--- config.mk ---
export PLATFORM = sky130hd
export DESIGN_NAME = lcd_bus_arbiter_flat
export DESIGN_NICKNAME = d
export VERILOG_FILES = /design/src/rtl/lcd_arb_pkg.sv /design/src/rtl/lcd_bus_arbiter_if.sv /design/src/rtl/lcd_rr_pick.sv /design/src/rtl/lcd_bus_arbiter.sv /design/src/flat_wrapper.sv
export SDC_FILE = /design/constraint.sdc
export NUM_CORES = 1
export LEC_CHECK = 0
export BUFFER_PORTS_ARGS = -buffer_cell sky130_fd_sc_hd__buf_2
export CAP_MARGIN = 20
export CORE_MARGIN = 2
export CORE_UTILIZATION = 49
export CTS_BUF_LIST = sky130_fd_sc_hd__clkbuf_8 sky130_fd_sc_hd__clkbuf_16
export CTS_CLUSTER_DIAMETER = 50
export DETAILED_ROUTE_END_ITERATION = 7
export GPL_TIMING_DRIVEN = 0
export HOLD_SLACK_MARGIN = 0.08
export PLACE_DENSITY = 0.81
export SETUP_SLACK_MARGIN = 0.5
export SYNTH_ARGS = -nofsm -noshare
export SYNTH_HDL_FRONTEND = slang
export SYNTH_SLANG_ARGS = --single-unit
--- constraint.sdc ---
create_clock -name clk -period 1.9 [get_ports clk]
set_input_delay 0.285 -clock clk [delete_from_list [all_inputs] [get_ports clk]]
set_output_delay 0.285 -clock clk [all_outputs]
set_load 0.1 [all_outputs]
--- src/rtl/lcd_arb_pkg.sv ---
// Shared definitions for the character-LCD bus arbiter.
// Contents: FSM state encodings, LCD register-select codes and the default
// watchdog limit. Imported by the picker, the top level and the bench.
package lcd_arb_pkg;

    // Arbiter FSM states (2-bit, kept as plain constants for legacy tools)
    localparam logic [1:0] IDLE  = 2'd0;
    localparam logic [1:0] ISSUE = 2'd1;
    localparam logic [1:0] WAIT  = 2'd2;
    localparam logic [1:0] GAP   = 2'd3;

    // Value of req_cd / drv_cd (drives the LCD rs line)
    localparam logic LCD_CMD  = 1'b0;
    localparam logic LCD_CHAR = 1'b1;

    // 40 ms at 50 MHz: longest legal driver operation plus margin
    localparam int DEF_TIMEOUT_CYC = 2_000_000;
    localparam int DEF_TO_W        = 21;

endpackage : lcd_arb_pkg

--- src/rtl/lcd_bus_arbiter_if.sv ---
// Bundle of requester-side and driver-side signals of the LCD bus arbiter.
// Latency: none (wires only). Backpressure: requesters hold a byte until req_ack.
// Ports: master = arbiter view, slave = requester/driver/bench view.
interface lcd_bus_arbiter_if #(
    parameter int N_REQ = 2
);
    // requester side
    logic [N_REQ-1:0]   req_valid;
    logic [8*N_REQ-1:0] req_data;
    logic [N_REQ-1:0]   req_cd;
    logic [N_REQ-1:0]   req_last;
    logic [N_REQ-1:0]   req_ack;
    logic [N_REQ-1:0]   grant;
    // LCD driver side
    logic [7:0]         drv_data;
    logic               drv_cd;
    logic               drv_start;
    logic               drv_done_tick;
    // status
    logic               busy;
    logic               err_timeout;

    modport master (
        input  req_valid, req_data, req_cd, req_last, drv_done_tick,
        output req_ack, grant, drv_data, drv_cd, drv_start, busy, err_timeout
    );

    modport slave (
        output req_valid, req_data, req_cd, req_last, drv_done_tick,
        input  req_ack, grant, drv_data, drv_cd, drv_start, busy, err_timeout
    );

endinterface : lcd_bus_arbiter_if

--- src/rtl/lcd_rr_pick.sv ---
// Round-robin picker: first valid requester at or after i_ptr, wrapping modulo N_REQ.
// Latency: combinational. Backpressure: none; result only consumed in IDLE.
// Ports: i_req_valid, i_ptr in; o_pick (one-hot), o_idx, o_any out.
module lcd_rr_pick
    import lcd_arb_pkg::*;
#(
    parameter int N_REQ = 2,
    parameter int IDX_W = 1
) (
    input  logic [N_REQ-1:0] i_req_valid,
    input  logic [IDX_W-1:0] i_ptr,
    output logic [N_REQ-1:0] o_pick,
    output logic [IDX_W-1:0] o_idx,
    output logic             o_any
);

    always_comb begin
        int w_cand;
        w_cand = 0;
        o_pick = '0;
        o_idx  = '0;
        o_any  = 1'b0;
        // Walk candidates in priority order ptr, ptr+1, ... ; the inner loop
        // keeps every bit-select index a loop constant.
        for (int k = 0; k < N_REQ; k++) begin
            w_cand = int'(i_ptr) + k;
            if (w_cand >= N_REQ) begin
                w_cand = w_cand - N_REQ;
            end
            for (int j = 0; j < N_REQ; j++) begin
                if (!o_any && (j == w_cand) && i_req_valid[j]) begin
                    o_any     = 1'b1;
                    o_pick[j] = 1'b1;
                    o_idx     = IDX_W'(j);
                end
            end
        end
    end

endmodule : lcd_rr_pick

--- src/rtl/lcd_bus_arbiter.sv ---
// Shares one character-LCD driver among N_REQ byte streams, round-robin, burst-locked.
// Latency: 1 cycle arbitration, then per byte 1 (ISSUE) + driver time + 1 (GAP).
// Backpressure: a requester holds its byte until req_ack; others wait until the burst ends.
// Ports: clk, rst (sync, active-high); bus = lcd_bus_arbiter_if.master (requesters,
//        driver data/cd/start/done_tick, grant, busy, sticky err_timeout).
module lcd_bus_arbiter
    import lcd_arb_pkg::*;
#(
    parameter int N_REQ       = 2,
    parameter int TIMEOUT_CYC = DEF_TIMEOUT_CYC,
    parameter int TO_W        = DEF_TO_W
) (
    input  logic               clk,
    input  logic               rst,
    lcd_bus_arbiter_if.master  bus
);

    localparam int IDX_W = (N_REQ > 1) ? $clog2(N_REQ) : 1;
    localparam logic [TO_W-1:0]  TO_LAST  = TO_W'(TIMEOUT_CYC - 1);
    localparam logic [IDX_W-1:0] IDX_LAST = IDX_W'(N_REQ - 1);

    // FSM and datapath state
    logic [1:0]       r_state;
    logic [N_REQ-1:0] r_grant;
    logic [IDX_W-1:0] r_owner;
    logic [IDX_W-1:0] r_ptr;
    logic [N_REQ-1:0] r_ack;
    logic [7:0]       r_drv_data;
    logic             r_drv_cd;
    logic             r_drv_start;
    logic             r_last;
    logic             r_busy;
    logic             r_err;
    logic [TO_W-1:0]  r_wd;

    // Picker results
    logic [N_REQ-1:0] w_pick;
    logic [IDX_W-1:0] w_idx;
    logic             w_any;

    // Owner's current byte and the pointer value that follows the owner
    logic [7:0]       w_own_data;
    logic             w_own_cd;
    logic             w_own_last;
    logic             w_own_valid;
    logic [IDX_W-1:0] w_owner_inc;

    lcd_rr_pick #(
        .N_REQ (N_REQ),
        .IDX_W (IDX_W)
    ) u_pick (
        .i_req_valid (bus.req_valid),
        .i_ptr       (r_ptr),
        .o_pick      (w_pick),
        .o_idx       (w_idx),
        .o_any       (w_any)
    );

    assign w_own_data  = bus.req_data[{r_owner, 3'b000} +: 8];
    assign w_own_cd    = bus.req_cd[r_owner];
    assign w_own_last  = bus.req_last[r_owner];
    assign w_own_valid = bus.req_valid[r_owner];
    assign w_owner_inc = (r_owner == IDX_LAST) ? '0 : r_owner + 1'b1;

    always_ff @(posedge clk) begin
        if (rst) begin
            // A burst in flight is simply abandoned: no ack, pointer back to 0
            r_state     <= IDLE;
            r_grant     <= '0;
            r_owner     <= '0;
            r_ptr       <= '0;
            r_ack       <= '0;
            r_drv_data  <= 8'h00;
            r_drv_cd    <= 1'b0;
            r_drv_start <= 1'b0;
            r_last      <= 1'b0;
            r_busy      <= 1'b0;
            r_err       <= 1'b0;
            r_wd        <= '0;
        end else begin
            // ack is a single-cycle pulse
            r_ack <= '0;

            case (r_state)
                IDLE: begin
                    if (w_any) begin
                        r_grant <= w_pick;
                        r_owner <= w_idx;
                        r_state <= ISSUE;
                        r_busy  <= 1'b1;
                    end
                end

                ISSUE: begin
                    if (!w_own_valid) begin
                        // Requester withdrew: end the burst without moving the pointer
                        r_grant <= '0;
                        r_state <= IDLE;
                        r_busy  <= 1'b0;
                    end else begin
                        // last is captured with the byte, so GAP never looks at the
                        // requester's next (possibly already presented) byte
                        r_drv_data  <= w_own_data;
                        r_drv_cd    <= w_own_cd;
                        r_last      <= w_own_last;
                        r_drv_start <= 1'b1;
                        r_wd        <= '0;
                        r_state     <= WAIT;
                    end
                end

                WAIT: begin
                    // done_tick is checked first so it wins over a coincident expiry
                    if (bus.drv_done_tick) begin
                        r_drv_start <= 1'b0;
                        r_ack       <= r_grant;
                        r_state     <= GAP;
                    end else if (r_wd == TO_LAST) begin
                        r_drv_start <= 1'b0;
                        r_err       <= 1'b1;
                        r_grant     <= '0;
                        r_ptr       <= w_owner_inc;
                        r_state     <= IDLE;
                        r_busy      <= 1'b0;
                    end else begin
                        r_wd <= r_wd + 1'b1;
                    end
                end

                GAP: begin
                    // drv_start is already low here: one guaranteed low cycle
                    if (r_last) begin
                        r_ptr   <= w_owner_inc;
                        r_grant <= '0;
                        r_state <= IDLE;
                        r_busy  <= 1'b0;
                    end else begin
                        r_state <= ISSUE;
                    end
                end

                default: begin
                    r_state <= IDLE;
                    r_busy  <= 1'b0;
                end
            endcase
        end
    end

    assign bus.req_ack     = r_ack;
    assign bus.grant       = r_grant;
    assign bus.drv_data    = r_drv_data;
    assign bus.drv_cd      = r_drv_cd;
    assign bus.drv_start   = r_drv_start;
    assign bus.busy        = r_busy;
    assign bus.err_timeout = r_err;

endmodule : lcd_bus_arbiter
--- src/flat_wrapper.sv ---
// flat-port wrapper written by rule: the top's interface ports become plain ports
module lcd_bus_arbiter_flat import lcd_arb_pkg::*;
#(
    parameter int N_REQ       = 2,
    parameter int TIMEOUT_CYC = DEF_TIMEOUT_CYC,
    parameter int TO_W        = DEF_TO_W
)
  (clk, rst, bus_req_valid, bus_req_data, bus_req_cd, bus_req_last, bus_drv_done_tick, bus_req_ack, bus_grant, bus_drv_data, bus_drv_cd, bus_drv_start, bus_busy, bus_err_timeout);
  lcd_bus_arbiter_if #(.N_REQ(N_REQ)) bus_i ();
  input  logic clk;
  input  logic rst;
  input wire logic [$bits(bus_i.req_valid)-1:0] bus_req_valid;
  input wire logic [$bits(bus_i.req_data)-1:0] bus_req_data;
  input wire logic [$bits(bus_i.req_cd)-1:0] bus_req_cd;
  input wire logic [$bits(bus_i.req_last)-1:0] bus_req_last;
  input wire logic [$bits(bus_i.drv_done_tick)-1:0] bus_drv_done_tick;
  output wire logic [$bits(bus_i.req_ack)-1:0] bus_req_ack;
  output wire logic [$bits(bus_i.grant)-1:0] bus_grant;
  output wire logic [$bits(bus_i.drv_data)-1:0] bus_drv_data;
  output wire logic [$bits(bus_i.drv_cd)-1:0] bus_drv_cd;
  output wire logic [$bits(bus_i.drv_start)-1:0] bus_drv_start;
  output wire logic [$bits(bus_i.busy)-1:0] bus_busy;
  output wire logic [$bits(bus_i.err_timeout)-1:0] bus_err_timeout;
  assign bus_i.req_valid = bus_req_valid;
  assign bus_i.req_data = bus_req_data;
  assign bus_i.req_cd = bus_req_cd;
  assign bus_i.req_last = bus_req_last;
  assign bus_i.drv_done_tick = bus_drv_done_tick;
  assign bus_req_ack = bus_i.req_ack;
  assign bus_grant = bus_i.grant;
  assign bus_drv_data = bus_i.drv_data;
  assign bus_drv_cd = bus_i.drv_cd;
  assign bus_drv_start = bus_i.drv_start;
  assign bus_busy = bus_i.busy;
  assign bus_err_timeout = bus_i.err_timeout;
  lcd_bus_arbiter #(.N_REQ(N_REQ), .TIMEOUT_CYC(TIMEOUT_CYC), .TO_W(TO_W)) u_core (.clk(clk), .rst(rst), .bus(bus_i));
endmodule
* Word-level counts from Yosys, hierarchy flattened
Index checks and enable logic that the tools add are counted.
Word-level totals: bits of input ports 25, memories 0, logic and storage cells 107, bits in writable memories 0, bits in latches 0, ROM bits 0, flip-flop bits (word level) 42
Cells by class: add/subtract/negate cells 5, shift operators 1, bitwise logic cells 2, equal/unequal tests 14, $lt $le $gt $ge 3, reductions and logical operators 24, mux-type cells 46, divide/modulo/power cells 0, multiply operators 0
Operator list (count):
- $eq 2x32->1 const A | 2
- $logic_not 32->1 | 2
- $mux 32 | 2
- $mux 21 | 3
- $pmux 21 s2 | 1
- $mux 1 | 27
- $add 21x1->21 const B | 1
- $eq 21x21->1 const B | 1
- $mux 2 | 8
- $pmux 2 s4 | 2
- $shiftx 16x5->8 | 1
- $ne 2x2->1 const B | 4
- $reduce_and 4->1 | 2
- $logic_and 1x1->1 | 7
- $ne 2x1->1 const B | 3
- $reduce_and 2->1 | 3
- $reduce_and 3->1 | 2
- $reduce_and 5->1 | 1
- $eq 2x2->1 const B | 2
- $pmux 1 s2 | 2
- $pmux 1 s4 | 1
- $reduce_bool 2->1 | 2
- $logic_not 1->1 | 3
- $ne 3x2->1 const B | 1
- other kinds (11) | 12

* Depth between registers and ports, before layout
Gate-level depths: netlist of run 1.
depth in word-level cells 19, depth in mapped cells 7, mapped depth without buffers 5

* Cells and area by module
Synthesis of run 1 repeated with hierarchy kept, for this count alone.
Unflattened totals: cells, all modules 259, area total of the unflattened synthesis 2174.6 um^2
By module, submodules not included:
- lcd_bus_arbiter | cells each 254, times used 1, area an instance 2142.1 um^2, sequential area each 840.8 um^2
- lcd_rr_pick | cells each 5, times used 1, area an instance 32.5 um^2, sequential area each 0.0 um^2

* Worst setup path after synthesis of run 1
OpenSTA, ideal clock, no wires.
kind register to register, from register u_core.r_state[0], to register u_core.r_wd[12], data required time 1775 ps, cell stages (with the launch flop) 8, path slack 55 ps, setup time 125 ps, period minus slack after synthesis 1845 ps, arrival 1719 ps, cells stage by stage dfxtp_1 > buf_6 > or3b_1 > buf_6 > a41o_4 > a2111oi_4 > xnor2_1 > nor2_2
Between the ends: longest elaborated chain between the ends 3, elaborated cells on any way between the ends 8
Ends and longest elaborated chain:
- start: declaration | RTL line lcd_bus_arbiter.sv:23 | logic [1:0] r_state;
- start signal: assignment | RTL line lcd_bus_arbiter.sv:68 | r_state <= IDLE;
- start signal: assignment | RTL line lcd_bus_arbiter.sv:89 | r_state <= ISSUE;
- start signal: assignment | RTL line lcd_bus_arbiter.sv:98 | r_state <= IDLE;
- $eq 2x2->1 / $eq 2x1->1 (equally long branches) | RTL line lcd_bus_arbiter.sv:84 | case (r_state)
- $ne 2x2->1 (no source line) (tied with other cells)
- $reduce_and 4->1 (no source line)
- end signal: assignment | RTL line lcd_bus_arbiter.sv:126 | r_wd <= r_wd + 1'b1;
- end: declaration | RTL line lcd_bus_arbiter.sv:34 | logic [TO_W-1:0] r_wd;
Parallel ways exist; a longest one is shown, timed or not. A chain may end at the register's enable or synchronous reset.

* Final worst setup path of run 1
Ends and elaborated chain as after synthesis.

==> flow_summary.yaml, run 1 <==
global_routing:
  gr-usage-all-layers: 0.244
  gr-total-overflow: 0
  grt_pass1_vias: 1920
  antenna_found_initial: 0
  grt_max_degree: 14
  grt_pass1_wl_mm: 8.37
floorplan:
  die_w_um: 68.3
  die_area_mm2: 0.00467
  start_util: 0.507
  core_mm2: 0.00400
  die_y_um: 68.3
  rows: 23
  ios: 41
cts:
  cts_root_buf: "clkbuf_8"
  cts_max_path_buffers: 2
  hold_buffers: 0
  cts_buffers: 5
  cts_sinks: 42
  cts_tree: "built"
  htreeDepth: 2
  clk_latency_ps: 300
  clk_pin_slew_ps: 90
drt:
  postRouteAntennaNets: 0
  wl_per_cell_um: 16.5
  drcViolationCount: 0
  first_pass_iters: 4
  post_drt_via_cell_ratio: 5.74
  drt_wl_total_mm: 5.71
  vias: 1980
  dr.first_iter.drc_count: 102
yosys:
  synth_area_mm2: 0.00203
  syn_nets: 254
  ys_seq_elements: 42
  synth_edf_count: 0
  synth-warning-count: 0
  synthArstFlopShare: 0
  synth-main-ff-cell: "dfxtp_1"
  netlist_instances: 228
  ys_types: 47
  yosysSeqAreaShare: 0.415
  syn_area_per_cell_um2: 8.90
pwr:
  p_per_area_mw_per_mm2: 730
  leakage_nw: 1.15
  power.ir.vdd_worst_uv: 584
timing:
  finalHoldViolCount: 0
  fin_crit_sh: 0.973
  setup_slack_ps: 50.4
  grt_setup_unrepaired: "true"
  setup_viol: 0
  fin_skew_ps: 10.7
  slew-limit-headroom: 0.563
  fmax_mhz: 541
  slew_violations: 0
  post-route-min-period_ps: 1850
  worst_pin_slew_ps: 656
  whs_ps: 310
worst_setup_path:
  end_kind: "flip-flop"
  reg2reg_to: "u_core.r_wd[12]"
  cp_common_cell: "buf_6"
  slowest_delay_ps: 360
  crit_chain: "buf_6 > or3b_1 > buf_6 > a41o_4 > a2111oi_4 > xnor2_1 > nor2_2"
  worstPathRequired_ps: 2100
  reg2reg_slack_ps: 50
  cpLargestDelayFamily: "compound AO/OA/AOI/OAI gates"
  worstPathMaxFanout: 6
  rr_worst_depth: 7
  cp.arrival_ps: 2050
  critPathKind: "reg2reg"
  critPathSlowestCell: "or3b_1"
  critPathBufInv: 2
  start_kind: "flip-flop"
  r2r_start: "u_core.r_state[0]"
cells_and_area:
  final_cell_mix: "dfxtp_1, buf_2, nor2_1, buf_4, nand2_1"
  drive_above_1_share: 0.478
  layout.nets: 320
  final_common_cell: "dfxtp_1"
  diodes: 0
  syn_to_final_growth_pct: 47.2
hold_path:
  holdPathStages: 3
  min_to: "u_core.bus.grant[1]"
  worstHoldPathType: "in2reg"
  hold_start: "bus_req_valid[1]"
place:
  post-place-ws_ps: -11.6
  io_buffers: 39
  gp_congestion: 0.814
  place_hpwl_mm: 3.12
flow_run:
  maxCapViolCount: 0
status:
  outcome: "complete, no violations"
final cells by class:
class	instances	area, um^2
Buffer	14	156
Clock buffer	5	68.8
Clock inverter	3	41.3
Fill cell	250	1010
Inverter	5	18.8
Multi-Input combinational cell	167	1370
Sequential cell	42	861
Tap cell	50	62.6
Timing Repair Buffer	59	407
through the flow:
step                      setup TNS (ps)  instance area (um^2)  cells  total power [mW]  utilization
after floorplan                        0                  2140    228              1.29            -
after global placement                 0                  2400    317              1.37        0.600
after detailed placement           -11.6                  2400    317              1.37        0.600
after CTS                              0                  2810    337              2.15        0.702
after global routing                   0                  2990    345              2.25        0.746
final                                  0                  2990    345              2.18        0.746
kinds of logic (layout without fill, tap and decap cells):
| group | count (synthesis) | in the layout | synth area share |
|---|---|---|---|
| AOI/OAI and AO/OA | 42 | 42 | 0.165 |
| and+or+nand+nor | 95 | 95 | 0.236 |
| DFF | 42 | 42 | 0.415 |
| muxes | 14 | 14 | 0.0703 |
| buffers and inverters | 19 | 86 | 0.0432 |
| xor gates and xnor gates | 15 | 15 | 0.0648 |
| adders and majority gates | 1 | 1 | 0.00617 |
sequential cells by signal, summed over array words and instances, names as in the netlist:
register,cells
u_core.r_wd,21
u_core.bus.drv_data,8
u_core.bus.grant,2
u_core.bus.req_ack,2
u_core.r_state,2
u_core.bus.busy,1
u_core.bus.drv_cd,1
u_core.bus.drv_start,1
u_core.bus.err_timeout,1
u_core.r_last,1
u_core.r_owner,1
u_core.r_ptr,1
worst max-delay path by stage:
stage	startpoint	end	slack, ps	cells after the start
final	u_core.r_state[0]	u_core.r_wd[12]	50	7
after global routing	u_core.r_state[0]	u_core.r_wd[12]	20	7
after CTS	u_core.r_state[0]	u_core.r_wd[12]	80	7
after detailed placement	u_core.r_state[1]	u_core.r_wd[16]	-10	5
after global placement	u_core.r_state[1]	u_core.r_wd[16]	30	5
after floorplan	u_core.r_state[0]	u_core.r_wd[12]	140	7
per-layer routing:
layer  share of wire  track usage
met1            0.42        0.281
met2            0.51        0.416
met5               0            0
met4           0.016        0.125
met3           0.053       0.0609
report_power, final:
part           switching, mW  total, mW  internal (mW)
Sequential            0.0306      0.943          0.912
Clock                  0.331      0.718          0.387
Combinational          0.348      0.519          0.171
Total                  0.709       2.18           1.47
cell usage after synthesis, types with 2 or more instances:
cell type / count / share of area
o2111ai_1: 3 / 0.013
nand4_1: 6 / 0.019
dfxtp_1: 42 / 0.41
mux2_2: 2 / 0.011
and2_1: 2 / 0.0062
nor3b_1: 2 / 0.0074
o211ai_1: 2 / 0.0074
nor2b_1: 2 / 0.0062
a21oi_1: 9 / 0.022
and4b_1: 3 / 0.015
nand3_1: 6 / 0.015
clkbuf_1: 10 / 0.019
a211oi_1: 12 / 0.044
nand2_1: 20 / 0.037
buf_6: 2 / 0.011
nor4_1: 2 / 0.0062
xor2_1: 9 / 0.039
nor2_1: 38 / 0.070
o21ai_0: 5 / 0.012
nor3_1: 4 / 0.0099
mux2i_1: 12 / 0.059
inv_1: 5 / 0.0093
xnor2_1: 6 / 0.026
worst min-delay path, stage by stage:
cell and delay [ps]:
buf_2 120, nand3_1 100, a21oi_1 60
what timing repair did:
item	in CTS	in global routing
setup endpoints to repair	39	47
gates resized for setup	50	33
pin swaps	13	11
buffers inserted	10	7
gates cloned	2	1
(Power assumes the default switching activity.)
==> inputs of run 2 (changes only) <==
- CORE_ASPECT_RATIO: default -> 0.8
==> flow_summary.yaml, run 2 (same netlist as run 1, synthesis figures left out) <==
status:
  outcome: "complete, no violations"
floorplan:
  core_mm2: 0.00388
  rows: 20
  start_util: 0.523
  die_w_um: 75.9
  ios: 41
  die_area_mm2: 0.00467
  die_y_um: 61.5
pwr:
  leakage_nw: 1.22
  power.ir.vdd_worst_uv: 582
  p_per_area_mw_per_mm2: 658
flow_run:
  maxCapViolCount: 0
cts:
  cts_tree: "built"
  htreeDepth: 2
  hold_buffers: 0
  cts_sinks: 42
  clk_pin_slew_ps: 80
  cts_max_path_buffers: 2
  cts_buffers: 5
  cts_root_buf: "clkbuf_8"
  clk_latency_ps: 310
place:
  io_buffers: 39
  dp.cells: 322
  place_hpwl_mm: 3.28
  gp_congestion: 0.798
global_routing:
  antenna_found_initial: 0
  gr-total-overflow: 0
  grt_pass1_wl_mm: 9.22
  grt_pass1_vias: 1895
  grt_max_degree: 12
  gr-usage-all-layers: 0.253
drt:
  post_drt_via_cell_ratio: 5.82
  dr.first_iter.drc_count: 132
  drcViolationCount: 0
  wl_per_cell_um: 18.1
  postRouteAntennaNets: 0
  vias: 2062
  drt_wl_total_mm: 6.40
  first_pass_iters: 5
worst_setup_path:
  start_kind: "flip-flop"
  worstPathRequired_ps: 2100
  slowest_delay_ps: 360
  critPathSlowestCell: "or3b_4"
  cp_common_cell: "buf_6"
  worstPathMaxFanout: 5
  cp.arrival_ps: 2060
  critPathKind: "reg2reg"
  rr_worst_depth: 7
  end_kind: "flip-flop"
  crit_chain: "buf_6 > or3b_4 > buf_6 > buf_6 > a211oi_4 > a211oi_2 > a31o_2"
timing:
  slew-limit-headroom: 0.513
  fin_skew_ps: 10.3
  post-route-min-period_ps: 1860
  worst_pin_slew_ps: 730
  fmax_mhz: 538
  slew_violations: 0
  finalHoldViolCount: 0
  grt_setup_unrepaired: "true"
  fin_crit_sh: 0.978
  setup_viol: 0
cells_and_area:
  diodes: 0
  regMostFlops: "u_core.r_wd"
  stdcell_count: 354
  finish.utilization: 0.805
  final_cell_mix: "buf_2, dfxtp_1, nor2_1, nand2_1, buf_4"
  layout.nets: 325
  syn_to_final_growth_pct: 53.9
  nFillCells: 217
  largest_reg_flops: 21
  final_common_cell: "buf_2"
  drive_above_1_share: 0.522
hold_path:
  worstHoldPathType: "in2reg"
  holdPathStages: 3
==> run 2: repair_timing <==
item / in CTS / in global routing
pin swaps: 26 / 17
endpoints found under the setup margin: 38 / 44
gates cloned: 2 / 0
endpoints found under the hold margin: 0 / 0
resized for setup: 70 / 39
buffers inserted: 14 / 9
==> run 2: metrics by stage <==
| stage | area [um^2] | TNS, ps | power (mW) | hold slack [ps] | setup WS, ps |
|---|---|---|---|---|---|
| final | 3120 | 0 | 2.05 | 328 | 42.5 |
| after global routing | 3120 | -51.0 | 2.13 | 339 | -17.6 |
| after CTS | 2900 | 0 | 1.98 | 318 | 97.2 |
| after detailed placement | 2410 | -67.5 | 1.37 | 453 | -57.4 |
| after global placement | 2410 | -51.2 | 1.36 | 442 | -51.2 |
| after floorplan | 2140 | 0 | 1.29 | 447 | 140 |
==> run 2: path summary, 6_finish.rpt <==
kind                     start                   to  slack [ps]
max          u_core.r_state[0]      u_core.r_wd[16]          40
min           bus_req_valid[1]  u_core.bus.grant[1]         330
max reg2reg  u_core.r_state[0]      u_core.r_wd[16]          40
min reg2reg    u_core.bus.busy      u_core.bus.busy         460
==> run 2: per-layer routing <==
metal,GRT usage,vias to the layer above,part of all wire
met5,0,-,0
met4,0.109,0,0.024
met3,0.0499,18,0.062
met2,0.449,85,0.50
met1,0.312,1004,0.42
li1,-,955,-
==> run 2: area by class of cell <==
type | instances | area [um^2] | area share
tap | 55 | 68.8 | 0.0220
clock inverter | 2 | 7.51 | 0.00240
buffer | 14 | 158 | 0.0505
sequential | 42 | 861 | 0.276
multi-input combinational | 167 | 1480 | 0.475
clock buffer | 5 | 68.8 | 0.0220
inverter | 5 | 18.8 | 0.00601
timing repair buffer | 64 | 455 | 0.146
==> run 2: critical path, delay by kind of cell (launching register included) <==
family / cells / cell delay (ps)
and+or+nand+nor: 1 / 360
DFF: 1 / 330
buffers and inverters: 3 / 370
AOI/OAI and AO/OA: 3 / 690
==> run 2: power by group <==
group | switching (mW) | internal (mW) | total [mW]
clock | 0.302 | 0.242 | 0.544
sequential | 0.0337 | 0.914 | 0.948
combinational | 0.363 | 0.198 | 0.562
total | 0.699 | 1.35 | 2.05
==> inputs of run 3 (changes only) <==
==> constraint.sdc (replaced) <==
create_clock -name clk -period 1.7 [get_ports clk]
set_input_delay 0.34 -clock clk [delete_from_list [all_inputs] [get_ports clk]]
set_output_delay 0.34 -clock clk [all_outputs]
set_load 0.1 [all_outputs]
==> flow_summary.yaml, run 3 (same netlist as run 1, synthesis figures left out) <==
status:
  outcome: "finished with violations"
  violations: "setup timing"
worst_setup_path:
  end_kind: "flip-flop"
  critPathSlowestCell: "dfxtp_2"
  start_kind: "flip-flop"
  startpoint: "u_core.r_wd[7]"
  worstPathRequired_ps: 1900
  r2r_start: "u_core.r_wd[7]"
  cp.arrival_ps: 2110
  slowest_delay_ps: 380
  critPathKind: "reg2reg"
  worstPathMaxFanout: 5
  critPathBufInv: 1
  crit_chain: "nor4bb_4 > nand4_1 > clkbuf_8 > o211ai_1 > xor2_1 > nor2_1"
  cpLargestDelayFamily: "simple AND/OR/NAND/NOR gates"
global_routing:
  grt_pass1_vias: 1990
  grt_pass1_wl_mm: 9.85
  gr-usage-all-layers: 0.272
  gr-total-overflow: 0
  grt_max_degree: 14
  antenna_found_initial: 0
cells_and_area:
  layout.nets: 329
  diodes: 0
  final_cell_mix: "nor2_1, buf_2, dfxtp_2, buf_4"
  regMostFlops: "u_core.r_wd"
  drive_above_1_share: 0.572
  syn_to_final_growth_pct: 68.2
  largest_reg_flops: 21
  finish.utilization: 0.880
  final_common_cell: "nor2_1"
drt:
  dr_wl_met3_um: 464
  vias: 2161
  dr_wl_met2_mm: 3.68
  post_drt_via_cell_ratio: 6.02
  dr.first_iter.drc_count: 190
  postRouteAntennaNets: 0
  maxUsedRoutingLayer: "met4"
  wl_per_cell_um: 20.6
  first_pass_iters: 5
  wl_met1_mm: 2.96
  drcViolationCount: 0
  drt_wl_total_mm: 7.38
timing:
  slew-limit-headroom: 0.504
  worst_pin_slew_ps: 743
  slew_violations: 0
  setup_viol: 27
  fmax_mhz: 523
  post-route-min-period_ps: 1910
  finalHoldViolCount: 0
  fin_skew_ps: 10.8
  fin_crit_sh: 1.12
  whs_ps: 393
  grt_setup_unrepaired: "true"
  setup_tns_ps: -2110
  setup_slack_ps: -210
place:
  gp_congestion: 0.821
  place_hpwl_mm: 3.27
  io_buffers: 39
floorplan:
  core_mm2: 0.00388
  rows: 20
  die_y_um: 61.5
  die_w_um: 75.9
  ios: 41
  die_area_mm2: 0.00467
  start_util: 0.523
cts:
  hold_buffers: 0
  cts_max_path_buffers: 2
  htreeDepth: 2
  cts_root_buf: "clkbuf_8"
  cts_buffers: 5
  cts_tree: "built"
  cts_sinks: 42
  clk_pin_slew_ps: 90
  clk_latency_ps: 310
pwr:
  leakage_nw: 1.32
  power.ir.vdd_worst_uv: 691
  p_per_area_mw_per_mm2: 769
hold_path:
  hold_start: "bus_req_data[5]"
  worstHoldPathType: "in2reg"
flow_run:
  maxCapViolCount: 0
[run 3: repair_timing]
action,4_1_cts,5_1_grt
setup buffers,15,11
gates cloned,3,0
resized for setup,109,48
pin swaps,16,18
setup endpoints to repair,55,55
[run 3: final cells by class]
type	instances	area, um^2
plain buffers	14	151
clock buffers	5	68.8
clock inverters	3	40.0
fillers	154	467
inverters	5	18.8
multi-input cells	167	1460
flip-flops and latches	42	895
well taps	55	68.8
repair buffers	68	707
[run 3: tightest hold or removal path, delay by kind of cell]
kind,cells,cell delay (ps)
AOI/OAI and AO/OA,1,90
buffers and inverters,1,100
muxes,1,150
[run 3: path summary, 6_finish.rpt]
check	to	slack, ps	cells past startpoint
setup / recovery	u_core.r_wd[2]	-210	6
hold / removal	u_core.bus.drv_data[5]	390	3
setup reg to reg	u_core.r_wd[2]	-210	6
hold reg to reg	u_core.bus.busy	500	2
[run 3: per-layer routing]
| metal | vias to the layer above | GRT usage |
|---|---|---|
| li1 | 961 | - |
| met3 | 36 | 0.0499 |
| met4 | 0 | 0.0831 |
| met1 | 1050 | 0.330 |
| met2 | 114 | 0.511 |
| met5 | - | 0 |
[run 3: power breakdown]
part	switching, mW	internal, mW
combinational	0.437	0.312
clock	0.373	0.434
sequential	0.0450	1.02
[run 3: stage by stage]
stage          worst slack [ps]  instance area (um^2)  cells  power, mW
2_1_floorplan             -59.6                  2180    228       1.45
3_3_place_gp               -288                  2450    322       1.53
3_5_place_dp               -272                  2450    322       1.54
4_1_cts                    -125                  3120    348       2.49
5_1_grt                    -243                  3410    359       2.70
6_report                   -210                  3410    359       2.62
